--- src/rtl/mem_pkg.sv ---
// Shared types for the MEM stage: access-size encodings, FSM states and the
// MEM/WB register layout.
package mem_pkg;

   localparam logic [3:0] DT_WORD = 4'b0001;
   localparam logic [3:0] DT_HALF = 4'b0010;
   localparam logic [3:0] DT_BYTE = 4'b0100;

   typedef enum logic {
      IDLE,
      WAIT_RD
   } mem_state_e;

   typedef struct packed {
      logic        rf_wena;
      logic [4:0]  rf_waddr;
      logic [31:0] rf_wdata;
      logic        hi_ena;
      logic [31:0] hi_idata;
      logic        lo_ena;
      logic [31:0] lo_idata;
      logic        exc;
   } wb_t;

endpackage

--- src/rtl/mem_align.sv ---
// Combinational lane logic: store byte-enables / lane replication and
// load-data extraction with optional sign extension.
module mem_align
   import mem_pkg::*;
(
   input  logic [2:0]  data_type,
   input  logic [1:0]  addr_lo,
   input  logic [31:0] store_data,
   input  logic [31:0] rdata,
   input  logic        cbw_sign,
   input  logic        chw_sign,
   output logic [3:0]  be,
   output logic [31:0] wdata,
   output logic [31:0] load_data
);

   logic        is_word;
   logic        is_half;
   logic        is_byte;
   logic [15:0] half_sel;
   logic [7:0]  byte_sel;

   // Word wins over half wins over byte if more than one size bit is set.
   always_comb begin
      is_word  = |(data_type & DT_WORD[2:0]);
      is_half  = ~is_word & |(data_type & DT_HALF[2:0]);
      is_byte  = ~is_word & ~is_half & |(data_type & DT_BYTE[2:0]);
      half_sel = addr_lo[1] ? rdata[31:16] : rdata[15:0];
      case (addr_lo)
         2'd0:    byte_sel = rdata[7:0];
         2'd1:    byte_sel = rdata[15:8];
         2'd2:    byte_sel = rdata[23:16];
         default: byte_sel = rdata[31:24];
      endcase

      be        = 4'b1111;
      wdata     = store_data;
      load_data = rdata;
      if (is_half) begin
         be        = addr_lo[1] ? 4'b1100 : 4'b0011;
         wdata     = {2{store_data[15:0]}};
         load_data = {{16{chw_sign & half_sel[15]}}, half_sel};
      end else if (is_byte) begin
         be        = 4'b0001 << addr_lo;
         wdata     = {4{store_data[7:0]}};
         load_data = {{24{cbw_sign & byte_sel[7]}}, byte_sel};
      end
   end

endmodule

--- src/rtl/mem_stage_unit.sv ---
// MIPS MEM stage: data-bus handshake FSM, MEM/WB register and upstream stall.
// Define MEM_MISALIGN_TRAP_EN to trap misaligned half/word accesses via w_exc.
module mem_stage_unit
   import mem_pkg::*;
(
   input  logic        clk,
   input  logic        rst,
   input  logic        em_dmem_wena,
   input  logic [3:0]  em_data_type,
   input  logic        em_cbw_sign,
   input  logic        em_chw_sign,
   input  logic        em_mux_rf_dmem,
   input  logic [31:0] em_rf_rdata2,
   input  logic        em_rf_wena,
   input  logic [4:0]  em_rf_waddr,
   input  logic        em_hi_ena,
   input  logic [31:0] em_hi_idata,
   input  logic        em_lo_ena,
   input  logic [31:0] em_lo_idata,
   input  logic [31:0] em_alu_out,
   input  logic [31:0] em_exe_out,
   output logic        mem_stall,
   output logic        dm_req,
   output logic        dm_we,
   output logic [31:0] dm_addr,
   output logic [3:0]  dm_be,
   output logic [31:0] dm_wdata,
   input  logic        dm_gnt,
   input  logic        dm_rvalid,
   input  logic [31:0] dm_rdata,
   output logic        w_rf_wena,
   output logic [4:0]  w_rf_waddr,
   output logic [31:0] w_rf_wdata,
   output logic        w_hi_ena,
   output logic [31:0] w_hi_idata,
   output logic        w_lo_ena,
   output logic [31:0] w_lo_idata,
   output logic        w_exc
);

   mem_state_e  state_q, state_d;
   wb_t         wb_q, wb_d;
   logic        is_load, is_store, access, misalign, bus_access, complete;
   logic [31:0] load_data;
   logic        unused_dt3;

   assign unused_dt3 = em_data_type[3];

   mem_align u_align (
      .data_type  (em_data_type[2:0]),
      .addr_lo    (em_alu_out[1:0]),
      .store_data (em_rf_rdata2),
      .rdata      (dm_rdata),
      .cbw_sign   (em_cbw_sign),
      .chw_sign   (em_chw_sign),
      .be         (dm_be),
      .wdata      (dm_wdata),
      .load_data  (load_data)
   );

   // Bus outputs are gated by rst so a reset mid-access drops dm_req at once.
   always_comb begin
      is_store = em_dmem_wena;
      is_load  = em_mux_rf_dmem & |em_data_type[2:0] & ~is_store;
      access   = is_load | is_store;
`ifdef MEM_MISALIGN_TRAP_EN
      misalign = em_data_type[0] ? |em_alu_out[1:0] : (em_data_type[1] & em_alu_out[0]);
`else
      misalign = 1'b0;
`endif
      bus_access = access & ~misalign & ~rst;
      state_d    = state_q;
      complete   = 1'b0;
      dm_req     = 1'b0;
      case (state_q)
         IDLE: begin
            if (bus_access) begin
               dm_req = 1'b1;
               if (dm_gnt) begin
                  if (is_store) complete = 1'b1;
                  else          state_d  = WAIT_RD;
               end
            end
         end
         WAIT_RD: begin
            if (dm_rvalid) begin
               complete = 1'b1;
               state_d  = IDLE;
            end
         end
         default: state_d = IDLE;
      endcase
      mem_stall = bus_access & ~complete;
      dm_we     = dm_req & is_store;
   end

   // A stall or trap writes a bubble: enables cleared, payload held.
   always_comb begin
      wb_d         = wb_q;
      wb_d.rf_wena = 1'b0;
      wb_d.hi_ena  = 1'b0;
      wb_d.lo_ena  = 1'b0;
      wb_d.exc     = 1'b0;
      if (mem_stall) begin
         wb_d.exc = 1'b0;
      end else if (access & misalign) begin
         wb_d.exc = 1'b1;
      end else begin
         wb_d.rf_wena  = em_rf_wena;
         wb_d.rf_waddr = em_rf_waddr;
         wb_d.rf_wdata = is_load ? load_data : em_exe_out;
         wb_d.hi_ena   = em_hi_ena;
         wb_d.hi_idata = em_hi_idata;
         wb_d.lo_ena   = em_lo_ena;
         wb_d.lo_idata = em_lo_idata;
      end
   end

   always_ff @(posedge clk or posedge rst) begin
      if (rst) begin
         state_q <= IDLE;
         wb_q    <= '0;
      end else begin
         state_q <= state_d;
         wb_q    <= wb_d;
      end
   end

   assign dm_addr    = {em_alu_out[31:2], 2'b00};
   assign w_rf_wena  = wb_q.rf_wena;
   assign w_rf_waddr = wb_q.rf_waddr;
   assign w_rf_wdata = wb_q.rf_wdata;
   assign w_hi_ena   = wb_q.hi_ena;
   assign w_hi_idata = wb_q.hi_idata;
   assign w_lo_ena   = wb_q.lo_ena;
   assign w_lo_idata = wb_q.lo_idata;
   assign w_exc      = wb_q.exc;

endmodule
--- config.mk ---
export PLATFORM = sky130hd
export DESIGN_NAME = mem_stage_unit
export DESIGN_NICKNAME = d
export VERILOG_FILES = /design/src/rtl/mem_pkg.sv /design/src/rtl/mem_align.sv /design/src/rtl/mem_stage_unit.sv
export SDC_FILE = /design/constraint.sdc
export NUM_CORES = 1
export LEC_CHECK = 0
export ABC_AREA = 1
export CAP_MARGIN = 25
export CELL_PAD_IN_SITES_DETAIL_PLACEMENT = 1
export CELL_PAD_IN_SITES_GLOBAL_PLACEMENT = 2
export CORE_ASPECT_RATIO = 1.1
export CORE_MARGIN = 1
export CORE_UTILIZATION = 19
export DETAILED_ROUTE_END_ITERATION = 12
export PLACE_DENSITY = 0.9
export SLEW_MARGIN = 20
export SYNTH_ARGS = -nofsm -noshare
export SYNTH_HDL_FRONTEND = slang
export SYNTH_HIERARCHICAL = 1
export SYNTH_SLANG_ARGS = --single-unit
--- constraint.sdc ---
create_clock -name clk -period 7 [get_ports clk]
set_clock_uncertainty 0.1 [all_clocks]
set_input_delay 1.05 -clock clk [delete_from_list [all_inputs] [get_ports clk]]
set_output_delay 1.05 -clock clk [all_outputs]
set_load 0.02 [all_outputs]
* Yosys cells after proc, flatten, opt, wreduce, memory -nomap -nowiden *
Cells that the tools add are included.

operators by class
  equality and inequality tests = 2
  shifts and indexed selects = 1
  mux-type cells = 23
  bitwise gates (word level) = 17
  reductions and logical operators = 2

operator list
  operator                                          number
  2-to-1 mux 32 bit                                 5
  2-to-1 mux 104 bit                                1
  one-hot mux 8 bit (3 select lines)                1
  2-to-1 mux 16 bit                                 1
  2-to-1 mux 4 bit                                  3
  AND 1 bit                                         10
  2-to-1 mux 1 bit                                  10
  NOT 1 bit                                         6
  one-hot mux 1 bit (2 select lines)                2
  left shift 1 x 2 -> 4 bit (first input constant)  1
  OR reduction 3 bit                                1
  == test 2 x 1 -> 1 bit (second input constant)    1
  == test 2 bit (second input constant)             1
  logical NOT 2 bit                                 1
  OR 1 bit                                          1

word-level totals
  flip-flop bits (word level) = 105
  bits of input ports = 212
  output and inout bits = 176
  logic and storage cells = 53

* Depth between registers and ports, before layout *
Gate-level depths: netlist of run 1.

  word-level depth = 10
  depth in mapped cells = 12
  mapped depth without buffers = 11

* Modules after synthesis *
Netlist of run 1, hierarchy kept.

modules (own cells, without submodules)
  module          instances  cells an instance  area an instance (um^2)  sequential area each (um^2)
  mem_stage_unit  1          623                5144.9                   2627.5
  mem_align       1          369                1582.8                   0.0

* Worst setup path before layout of run 1 *
OpenSTA, ideal clock, no wires.

  kind = input -> register
  start = input rst
  end = register wb_q, in the netlist w_rf_wdata[15]
  library setup time = 0.084 ns
  arrival time = 4.917 ns
  data required time = 6.816 ns
  path slack = 1.899 ns
  stages on the path = 5
  path buffers = 2
  cell sequence = clkinv_1 > buf_2 > buf_1 > nand4_1 > nand2_1

between the ends
  longest elaborated chain between the ends = 6

RTL lines
  item                                RTL line               source
  start: declaration                  mem_stage_unit.sv:7    input logic rst,
  NOT 1 bit (*)                       mem_stage_unit.sv:71   bus_access = access & ~misalign & ~rst;
  AND 1 bit (*)                       mem_stage_unit.sv:71
  2-to-1 mux 1 bit                    mem_stage_unit.sv:77   if (bus_access) begin
  one-hot mux 1 bit (2 select lines)  mem_stage_unit.sv:75   case (state_q)
  NOT 1 bit                           mem_stage_unit.sv:93   mem_stall = bus_access & ~complete;
  AND 1 bit (*)                       mem_stage_unit.sv:93
  end signal: assignment              mem_stage_unit.sv:125  wb_q <= wb_d;
  end: declaration                    mem_stage_unit.sv:42   wb_t wb_q, wb_d;

Every way passes the cells marked *; elsewhere a longest branch is shown, timed or not.
A chain may end at the register's enable or synchronous reset.

* Worst setup path after layout of run 1 *
  start = input em_dmem_wena
  end = output mem_stall

between the ends
  longest elaborated chain between the ends = 8
  elaborated cells between the ends (all ways) = 10
  classes of those cells = mux: 4; bitwise: 6

RTL lines
  item                                RTL line              source
  start: declaration                  mem_stage_unit.sv:8   input logic em_dmem_wena,
  NOT 1 bit                           mem_stage_unit.sv:64  is_load = em_mux_rf_dmem & |em_data_type[2:0] & ~is_store;
  AND 1 bit                           mem_stage_unit.sv:64
  OR 1 bit                            mem_stage_unit.sv:65  access = is_load | is_store;
  AND 1 bit                           mem_stage_unit.sv:71
  2-to-1 mux 1 bit                    mem_stage_unit.sv:77
  one-hot mux 1 bit (2 select lines)  mem_stage_unit.sv:75
  NOT 1 bit                           mem_stage_unit.sv:93
  AND 1 bit (*)                       mem_stage_unit.sv:93
  end: declaration                    mem_stage_unit.sv:22  output logic mem_stall,

Marks and branches as above.

==> results of run 1 <==
[worst max path at each step]
stage	depth (start not counted)	end	slack (ns)
after floorplan	3	state_q$_DFF_PP0_	1.34
after global placement	8	mem_stall	1.89
after detailed placement	8	mem_stall	1.89
after CTS	8	mem_stall	1.89
after global routing	8	mem_stall	1.64
final	6	mem_stall	1.93
[metrics by stage]
step	std cells	utilization (%)
after floorplan	994	-
after global placement	1649	28.6
after detailed placement	1649	28.6
after CTS	1665	29.5
after global routing	1666	29.6
final	1666	29.6
[metal layers]
layer	GRT usage, %	share of wire [%]
met5	0	0
met2	27.6	49
met3	3.97	6.8
met4	5.96	2.9
met1	18.1	42
[synth_stat cells, types with 2 or more instances]
| master | n |
|---|---|
| inv_1 | 38 |
| nand3_2 | 3 |
| buf_2 | 25 |
| nand4_1 | 134 |
| buf_6 | 8 |
| inv_2 | 6 |
| dfrtp_1 | 105 |
| buf_4 | 54 |
| nand2_1 | 492 |
| nand3_1 | 52 |
| nand2_2 | 3 |
| nor2_1 | 24 |
| clkbuf_1 | 28 |
| o21ai_0 | 9 |
| nor2_4 | 2 |
[final cells by class]
class | instances | area, um^2
Sequential cell | 105 | 2630
Multi-Input combinational cell | 727 | 3220
Tap cell | 438 | 548
Inverter | 46 | 180
Clock buffer | 13 | 280
Timing Repair Buffer | 334 | 3340
Clock inverter | 3 | 22.5
Fill cell | 4224 | 24300
[where the power goes]
group	leakage (nW)	total [mW]	switching [mW]	internal (mW)
Clock	0.152	0.515	0.233	0.281
Sequential	1.26	0.716	0.0392	0.677
Combinational	3.60	0.707	0.392	0.315
Total	5.01	1.94	0.664	1.27
[worst max-delay path, delay by kind of cell]
| family | cells | cell delay, ns |
|---|---|---|
| and+or+nand+nor | 2 | 1.21 |
| buffers and inverters | 4 | 1.55 |
[sequential cells by signal, indices dropped and copies added, names as in the netlist]
signal,flops
w_hi_idata,32
w_hi_ena,1
w_rf_wena,1
w_rf_wdata,32
w_lo_idata,32
state_q,1
w_lo_ena,1
w_rf_waddr,5
[cells in the final DEF, fill, tap and decap left out]
| cell | synthesis | final |
|---|---|---|
| inv_1 | 38 | 38 |
| nor2_4 | 2 | 2 |
| inv_4 | 1 | 1 |
| clkinv_2 | 0 | 1 |
| buf_16 | 0 | 1 |
| nor2_2 | 1 | 1 |
| clkbuf_16 | 0 | 9 |
| nand2_1 | 492 | 491 |
| nand2_4 | 0 | 2 |
| clkinv_4 | 0 | 2 |
| buf_4 | 54 | 10 |
| dfrtp_1 | 105 | 105 |
| nand3_4 | 1 | 2 |
| nand3_2 | 3 | 2 |
| nand3_1 | 52 | 52 |
| inv_2 | 6 | 6 |
| o21ai_0 | 9 | 9 |
| clkbuf_8 | 0 | 4 |
| nor2_1 | 24 | 24 |
| clkdlybuf4s50_1 | 0 | 323 |
| o21ai_1 | 1 | 1 |
| conb_1 | 1 | 3 |
| or2_1 | 1 | 1 |
| inv_6 | 0 | 1 |
| nand2_2 | 3 | 2 |
| nand4_1 | 134 | 134 |
| nor3_1 | 1 | 1 |
[kinds of logic (layout without fill, tap and decap cells)]
| group | count (synthesis) | after routing | synth area share, % |
|---|---|---|---|
| and+or+nand+nor | 714 | 714 | 46.7 |
| buffers and inverters | 162 | 396 | 13.4 |
| DFF | 105 | 105 | 39.1 |
| AOI/OAI and AO/OA | 10 | 10 | 0.744 |
| other | 1 | 3 | 0.0557 |
==> flow_metrics.py, run 1 <==
metrics = {
    "floorplan": {
        "core-area_mm2": 0.0346,
        "die_h_um": 199,
        "dieArea_mm2": 0.0362,
        "io_pins": 388,
        "die_w_um": 181,
        "initial_core_util_pct": 19.5,
        "rows": 71,
    },
    "critical_path": {
        "crit_path_start_kind": "input port",
        "worstReg2RegEnd": "w_lo_idata[26]$_DFFE_PP0N_",
        "path_max_fanout": 51,
        "timing.rr.start": "state_q$_DFF_PP0_",
        "cp_cell_sequence": "clkdlybuf4s50_1, inv_2, nand2_4, nand3_4, inv_1, clkdlybuf4s50_1",
        "cp_slowest_cell": "nand3_4",
        "crit_arrival_ns": 3.92,
        "max_stage_delay_ns": 0.64,
        "endpoint_kind": "output port",
        "startpoint": "em_dmem_wena",
        "path_class": "input port to output port",
        "ff2ff_setup_slack_ns": 4.38,
        "cpMostUsedCell": "clkdlybuf4s50_1",
        "required_ns": 5.85,
        "rr_worst_depth": 7,
    },
    "clocking": {
        "cts.sinks": 105,
        "post_cts_resized": 0,
        "cts_hold_buf": 0,
        "clkSlewWorstSetupHoldPaths_ns": 0.07,
        "cts_setup_buffers": 0,
        "cts_buffer_depth": 2,
        "cts_tree": "yes",
        "htree_levels": 3,
        "clk_latency_ns": 0.35,
        "root_buffer": "clkbuf_16",
        "cts_made_buffers": 9,
    },
    "routing": {
        "via_count": 7417,
        "wirelength_um": 28500,
        "drt_iter0_drc": 384,
        "routed_via_density": 4.45,
        "post_drt_wl_per_cell_um": 17.1,
        "drt_pre_antenna_iters": 5,
        "drt_drc_violations_left": 0,
        "antenna_left": 0,
    },
    "timing": {
        "period_share_pct": 72.4,
        "setup_viol": 0,
        "layout_setup_ws_ns": 1.93,
        "rsz0062_at_grt": "false",
        "holdWs_ns": 0.424,
        "hold_viol": 0,
        "timing.fmax_mhz": 197,
        "fin_crit_ns": 5.07,
        "relSlewSlack_pct": 36.5,
        "fin_tns_setup_ns": 0,
        "tightest_slew_ns": 0.952,
        "slew_viol_final": 0,
    },
    "synthesis": {
        "synthDistinctLibCells": 24,
        "synth_flop_cell": "dfrtp_1",
        "ys_warn_count": 6,
        "syn_area_per_cell_um2": 6.78,
        "synthCells": 992,
        "synth.area.top_cells": "dfrtp_1 (39%), nand2_1 (27%), nand4_1 (12%)",
        "synth.ff_latch_count": 105,
        "synth.top_cell.area_share_pct": 39.1,
        "synth-edff-count": 0,
        "async_flop_share_pct": 100,
        "yosysSeqAreaShare_pct": 39.1,
        "syn_area_mm2": 0.00673,
        "synth_top_area_cell": "dfrtp_1",
    },
    "final_layout": {
        "area_growth_pct": 51.9,
        "layout-drive-gt1-share_pct": 3.75,
        "num-nets-final": 1435,
        "final_area_mm2": 0.0102,
        "diodes": 0,
    },
    "hold_path": {
        "min_path_cells": 2,
        "worstHoldPathType": "register to register",
        "worstHoldStart": "w_lo_idata[29]$_DFFE_PP0N_",
        "min_to": "w_lo_idata[29]$_DFFE_PP0N_",
    },
    "global_route": {
        "grt_pass1_wl_um": 44100,
        "grt_antenna_before_repair": 0,
        "grtUsageTotal_pct": 15.6,
        "grt-ovfl-total": 0,
        "grt_pass1_vias": 7663,
        "grt_max_degree": 92,
    },
    "run_status": {
        "status": "finished clean",
    },
    "placed_design": {
        "place_ws_ns": 1.89,
        "hpwl_um": 21600,
        "place.gp.congestion": 0.775,
        "place_area_mm2": 0.00989,
        "port_buffers": 323,
    },
    "power": {
        "vdd_drop_max_mv": 0.107,
        "finalPower_mw": 1.94,
        "leakagePower_nw": 5.01,
        "powerDensity_mw_per_mm2": 190,
    },
    "flow_run": {
        "cap_violations": 0,
    },
}
Power figures use the tool's default switching activity.
==> inputs of run 2 (changes only) <==
--- a/config.mk
+++ b/config.mk
@@ -11,9 +11,9 @@
 export CELL_PAD_IN_SITES_GLOBAL_PLACEMENT = 2
 export CORE_ASPECT_RATIO = 1.1
 export CORE_MARGIN = 1
-export CORE_UTILIZATION = 19
+export CORE_UTILIZATION = 17
 export DETAILED_ROUTE_END_ITERATION = 12
-export PLACE_DENSITY = 0.9
+export PLACE_DENSITY = 0.86
 export SLEW_MARGIN = 20
 export SYNTH_ARGS = -nofsm -noshare
 export SYNTH_HDL_FRONTEND = slang
==> constraint.sdc (replaced) <==
create_clock -name clk -period 4.4 [get_ports clk]
set_clock_uncertainty 0.1 [all_clocks]
set_input_delay 0.66 -clock clk [delete_from_list [all_inputs] [get_ports clk]]
set_output_delay 0.66 -clock clk [all_outputs]
set_load 0.02 [all_outputs]
==> flow_metrics.py, run 2 (synthesis results as in run 1) <==
metrics = {
    "placed_design": {
        "place.gp.congestion": 0.812,
        "hpwl_um": 22100,
        "place_area_mm2": 0.0100,
        "port_buffers": 323,
        "dp_cells": 1722,
        "place_ws_ns": 0.715,
    },
    "hold_path": {
        "worstHoldPathType": "register to register",
        "worstHoldStart": "w_rf_wdata[12]$_DFFE_PP0N_",
        "min_to": "w_rf_wdata[12]$_DFFE_PP0N_",
        "min_path_cells": 2,
    },
    "floorplan": {
        "rows": 76,
        "core-area_mm2": 0.0391,
        "initial_core_util_pct": 17.2,
        "die_h_um": 211,
        "die_w_um": 192,
        "io_pins": 388,
        "dieArea_mm2": 0.0404,
    },
    "timing": {
        "fin_crit_ns": 3.64,
        "slew_viol_final": 0,
        "tightest_slew_ns": 0.955,
        "period_share_pct": 82.8,
        "hold_viol": 0,
        "relSlewSlack_pct": 36.3,
        "fin_tns_setup_ns": 0,
        "setup_viol": 0,
        "holdWs_ns": 0.426,
        "timing.fmax_mhz": 275,
        "layout_setup_ws_ns": 0.758,
        "rsz0062_at_grt": "false",
    },
    "routing": {
        "drt_pre_antenna_iters": 4,
        "via_count": 7499,
        "wirelength_um": 29500,
        "drt_drc_violations_left": 0,
        "drt_iter0_drc": 237,
        "post_drt_wl_per_cell_um": 17.0,
        "antenna_left": 0,
        "routed_via_density": 4.31,
    },
    "run_status": {
        "status": "finished clean",
    },
    "final_layout": {
        "finalNonFillerCells": 1738,
        "area_growth_pct": 53.5,
        "register_area_mm2": 0.00263,
        "multi_input_area_mm2": 0.00322,
        "num-nets-final": 1438,
        "diodes": 0,
        "final_common_cell": "nand2_1",
        "final_area_mm2": 0.0103,
        "fillers": 4793,
        "postLayoutCoreUtil_pct": 26.4,
        "final_cell_mix": "nand2_1 (491), clkdlybuf4s50_1 (323), nand4_1 (134)",
        "layout-drive-gt1-share_pct": 3.90,
    },
    "power": {
        "clkPwrFrac_pct": 26.6,
        "swShare_pct": 34.6,
        "internal_power_mw": 2.03,
        "powerDensity_mw_per_mm2": 300,
        "power.switching_mw": 1.07,
        "vdd_drop_max_mv": 0.244,
        "combPwrFrac_pct": 36.6,
        "finalPower_mw": 3.10,
        "seq_power_share_pct": 36.7,
        "leakagePower_nw": 5.02,
    },
    "clocking": {
        "root_buffer": "clkbuf_16",
        "clk_latency_ns": 0.36,
        "cts_tree": "yes",
        "cts_made_buffers": 9,
        "cts_setup_buffers": 0,
        "cts_hold_buf": 0,
        "clkSlewWorstSetupHoldPaths_ns": 0.07,
        "post_cts_resized": 0,
        "htree_levels": 3,
        "cts.sinks": 105,
        "cts_buffer_depth": 2,
    },
    "critical_path": {
        "endpoint_kind": "output port",
        "cp_top_family": "buffers and inverters",
        "cp_slowest_cell": "clkdlybuf4s50_1",
        "startpoint": "em_data_type[1]",
        "timing.rr.start": "state_q$_DFF_PP0_",
        "cp_cell_sequence": "clkdlybuf4s50_1, nand2_2, inv_4, nor2_4, inv_2, nand3_1, clkdlybuf4s50_1",
        "rr_worst_depth": 8,
        "required_ns": 3.64,
        "ff2ff_setup_slack_ns": 1.96,
        "cpMostUsedCell": "clkdlybuf4s50_1",
        "cp_num_buf_inv": 4,
        "crit_arrival_ns": 2.88,
        "max_stage_delay_ns": 0.61,
        "path_class": "input port to output port",
        "path_max_fanout": 27,
        "worstReg2RegEnd": "w_hi_idata[0]$_DFFE_PP0N_",
        "crit_path_start_kind": "input port",
    },
    "global_route": {
        "grt_antenna_before_repair": 1,
        "grtUsageTotal_pct": 14.4,
        "grt_max_degree": 204,
        "grt-ovfl-total": 0,
        "grt_pass1_vias": 7806,
        "grt_pass1_wl_um": 44700,
    },
    "flow_run": {
        "cap_violations": 0,
    },
}
==> run 2: cell types whose count changed in the layout (fill, tap and decap cells not counted) <==
| cell | delta |
|---|---|
| clkinv_2 | +1 |
| clkbuf_1 | +1 |
| buf_4 | +2 |
| clkinv_4 | -2 |
| bufinv_16 | +1 |
| clkbuf_8 | -4 |
| inv_6 | +2 |
| buf_12 | +1 |
| clkinvlp_4 | +1 |
==> run 2: layer usage <==
metal	up-vias	global-route usage [%]	routed length [um]
met5	-	0	12
met4	2	3.67	367
li1	3633	-	-
met3	20	3.12	1790
met2	260	25.5	14500
met1	3584	17.3	12900
==> run 2: final cells by class <==
class | instances | share of cell area (%)
inverter | 46 | 1.74
clock inverter | 6 | 0.630
sequential | 105 | 25.4
clock buffer | 10 | 2.22
tap | 507 | 6.14
timing repair buffer | 337 | 32.6
multi-input combinational | 727 | 31.2
==> run 2: tightest hold or removal path: stages, from the launching register on <==
cell and delay, ns:
dfrtp_1 0.35, nand4_1 0.08, nand2_1 0.07
==> run 2: worst max path at each step <==
stage	to	slack (ns)	depth (start not counted)
global route	dm_be[3]	0.59	7
detailed placement	dm_be[3]	0.72	7
floorplan	w_rf_wdata[15]$_DFFE_PP0N_	1.32	5
finish	dm_be[3]	0.76	7
CTS	dm_be[3]	0.71	7
global placement	dm_be[3]	0.73	7
==> run 2: power by group through the flow <==
stage	registers (mW)	clock network [mW]	logic, mW
final	1.14	0.826	1.13
after global routing	1.15	0.891	1.23
after CTS	1.14	0.860	1.16
after detailed placement	1.16	0	1.15
after global placement	1.15	0	1.13
after floorplan	1.29	0	0.458
==> inputs of run 3 (changes only) <==
--- a/config.mk
+++ b/config.mk
@@ -11,9 +11,9 @@
 export CELL_PAD_IN_SITES_GLOBAL_PLACEMENT = 2
 export CORE_ASPECT_RATIO = 1.1
 export CORE_MARGIN = 1
-export CORE_UTILIZATION = 17
+export CORE_UTILIZATION = 19
 export DETAILED_ROUTE_END_ITERATION = 12
-export PLACE_DENSITY = 0.86
+export PLACE_DENSITY = 0.9
 export SLEW_MARGIN = 20
 export SYNTH_ARGS = -nofsm -noshare
 export SYNTH_HDL_FRONTEND = slang
==> constraint.sdc (replaced) <==
create_clock -name clk -period 3.7 [get_ports clk]
set_clock_uncertainty 0.1 [all_clocks]
set_input_delay 0.555 -clock clk [delete_from_list [all_inputs] [get_ports clk]]
set_output_delay 0.555 -clock clk [all_outputs]
set_load 0.02 [all_outputs]
==> flow_metrics.py, run 3 (synthesis results as in run 1) <==
metrics = {
    "floorplan": {
        "io_pins": 388,
        "initial_core_util_pct": 19.5,
        "rows": 71,
        "die_w_um": 181,
        "die_h_um": 199,
        "dieArea_mm2": 0.0362,
        "core-area_mm2": 0.0346,
    },
    "critical_path": {
        "startpoint": "em_data_type[0]",
        "worstReg2RegEnd": "w_lo_idata[14]$_DFFE_PP0N_",
        "rr_worst_depth": 7,
        "timing.rr.start": "state_q$_DFF_PP0_",
        "path_class": "input port to output port",
        "crit_arrival_ns": 2.57,
        "crit_path_start_kind": "input port",
        "ff2ff_setup_slack_ns": 1.26,
        "worstSetupEndpoint": "dm_wdata[23]",
        "endpoint_kind": "output port",
        "path_max_fanout": 12,
        "required_ns": 3.04,
    },
    "clocking": {
        "clkSlewWorstSetupHoldPaths_ns": 0.07,
        "clk_latency_ns": 0.35,
        "cts_tree": "yes",
        "cts_hold_buf": 0,
        "post_cts_resized": 0,
        "cts_made_buffers": 9,
        "htree_levels": 3,
        "root_buffer": "clkbuf_16",
        "cts.sinks": 105,
        "cts_buffer_depth": 2,
        "cts_setup_buffers": 0,
    },
    "routing": {
        "wirelength_um": 28700,
        "post_drt_wl_per_cell_um": 17.1,
        "routed_via_density": 4.47,
        "drt_iter0_drc": 235,
        "drt_pre_antenna_iters": 6,
        "drt_drc_violations_left": 0,
        "antenna_left": 0,
        "via_count": 7493,
    },
    "final_layout": {
        "diodes": 0,
        "final_cell_mix": "nand2_1 (491), clkdlybuf4s50_1 (323), nand4_1 (134)",
        "postLayoutCoreUtil_pct": 29.8,
        "layout-drive-gt1-share_pct": 4.44,
        "final_common_cell": "nand2_1",
        "num-nets-final": 1446,
        "area_growth_pct": 52.9,
        "fillers": 4228,
    },
    "timing": {
        "slew_viol_final": 0,
        "period_share_pct": 87.3,
        "fin_crit_ns": 3.23,
        "timing.fmax_mhz": 310,
        "relSlewSlack_pct": 34.2,
        "fin_tns_setup_ns": 0,
        "setup_viol": 0,
        "tightest_slew_ns": 0.987,
        "rsz0062_at_grt": "false",
        "hold_viol": 0,
    },
    "global_route": {
        "grtUsageTotal_pct": 15.9,
        "grt_pass1_vias": 7712,
        "grt_pass1_wl_um": 44600,
        "grt_antenna_before_repair": 0,
        "grt-ovfl-total": 0,
        "grt_max_degree": 105,
    },
    "power": {
        "vdd_drop_max_mv": 0.187,
        "leakagePower_nw": 5.06,
        "powerDensity_mw_per_mm2": 358,
    },
    "flow_run": {
        "cap_violations": 0,
    },
    "run_status": {
        "status": "finished clean",
    },
    "placed_design": {
        "hpwl_um": 21900,
        "place.gp.congestion": 0.831,
        "port_buffers": 323,
    },
    "hold_path": {
        "worstHoldPathType": "input port to asynchronous set/reset pin",
    },
}
==> run 3: changes by cell type in the layout (fill, tap and decap cells not counted), sizes merged <==
cell | before | now
buf | 14 | 22
clkbuf | 10 | 11
clkinvlp | 1 | 0
inv | 48 | 47
==> run 3: final cells by class <==
cell class / count / area [um^2] / area share, %
inverters: 46 / 180 / 1.75
well taps: 438 / 548 / 5.33
flip-flops and latches: 105 / 2630 / 25.5
clock buffers: 11 / 243 / 2.36
repair buffers: 345 / 3410 / 33.2
clock inverters: 4 / 52.6 / 0.511
multi-input cells: 727 / 3220 / 31.3
==> run 3: per-stage QoR <==
stage                     area [um^2]  std cells  worst slack (ns)  power [mW]  hold slack, ns
after floorplan                  6740        994             0.726        2.08           0.454
after global placement           9990       1661             0.456        2.72           0.404
after detailed placement         9990       1661             0.434        2.74           0.416
after CTS                       10300       1676             0.434        3.75           0.339
after global routing            10300       1676             0.373        3.89           0.338
final                           10300       1676             0.470        3.69           0.351
==> run 3: worst max-delay path, stage by stage <==
cell	delay (ns)
clkdlybuf4s50_1	0.50
inv_2	0.06
nand2_1	0.12
nor2_4	0.09
nor2_4	0.27
buf_4	0.22
nand2_1	0.06
nand2_1	0.08
clkdlybuf4s50_1	0.61
==> run 3: metal layers <==
| metal | GRT usage, % | up-vias | share of wire (%) |
|---|---|---|---|
| met5 | 0 | - | 0 |
| met3 | 3.57 | 27 | 5.8 |
| li1 | - | 3655 | - |
| met4 | 4.65 | 0 | 1.9 |
| met2 | 28.9 | 262 | 51 |
| met1 | 18.5 | 3549 | 42 |
==> run 3: how the worst min path moves through the flow <==
stage | to
finish | w_hi_idata[4]$_DFFE_PP0N_
global placement | w_lo_idata[30]$_DFFE_PP0N_
CTS | w_hi_idata[4]$_DFFE_PP0N_
floorplan | state_q$_DFF_PP0_
detailed placement | w_rf_wdata[14]$_DFFE_PP0N_
global route | w_hi_idata[4]$_DFFE_PP0N_
==> run 3: report_power, final <==
group	switching [mW]	internal, mW	total [mW]
sequential	0.0739	1.28	1.35
clock	0.439	0.543	0.982
combinational	0.744	0.605	1.35
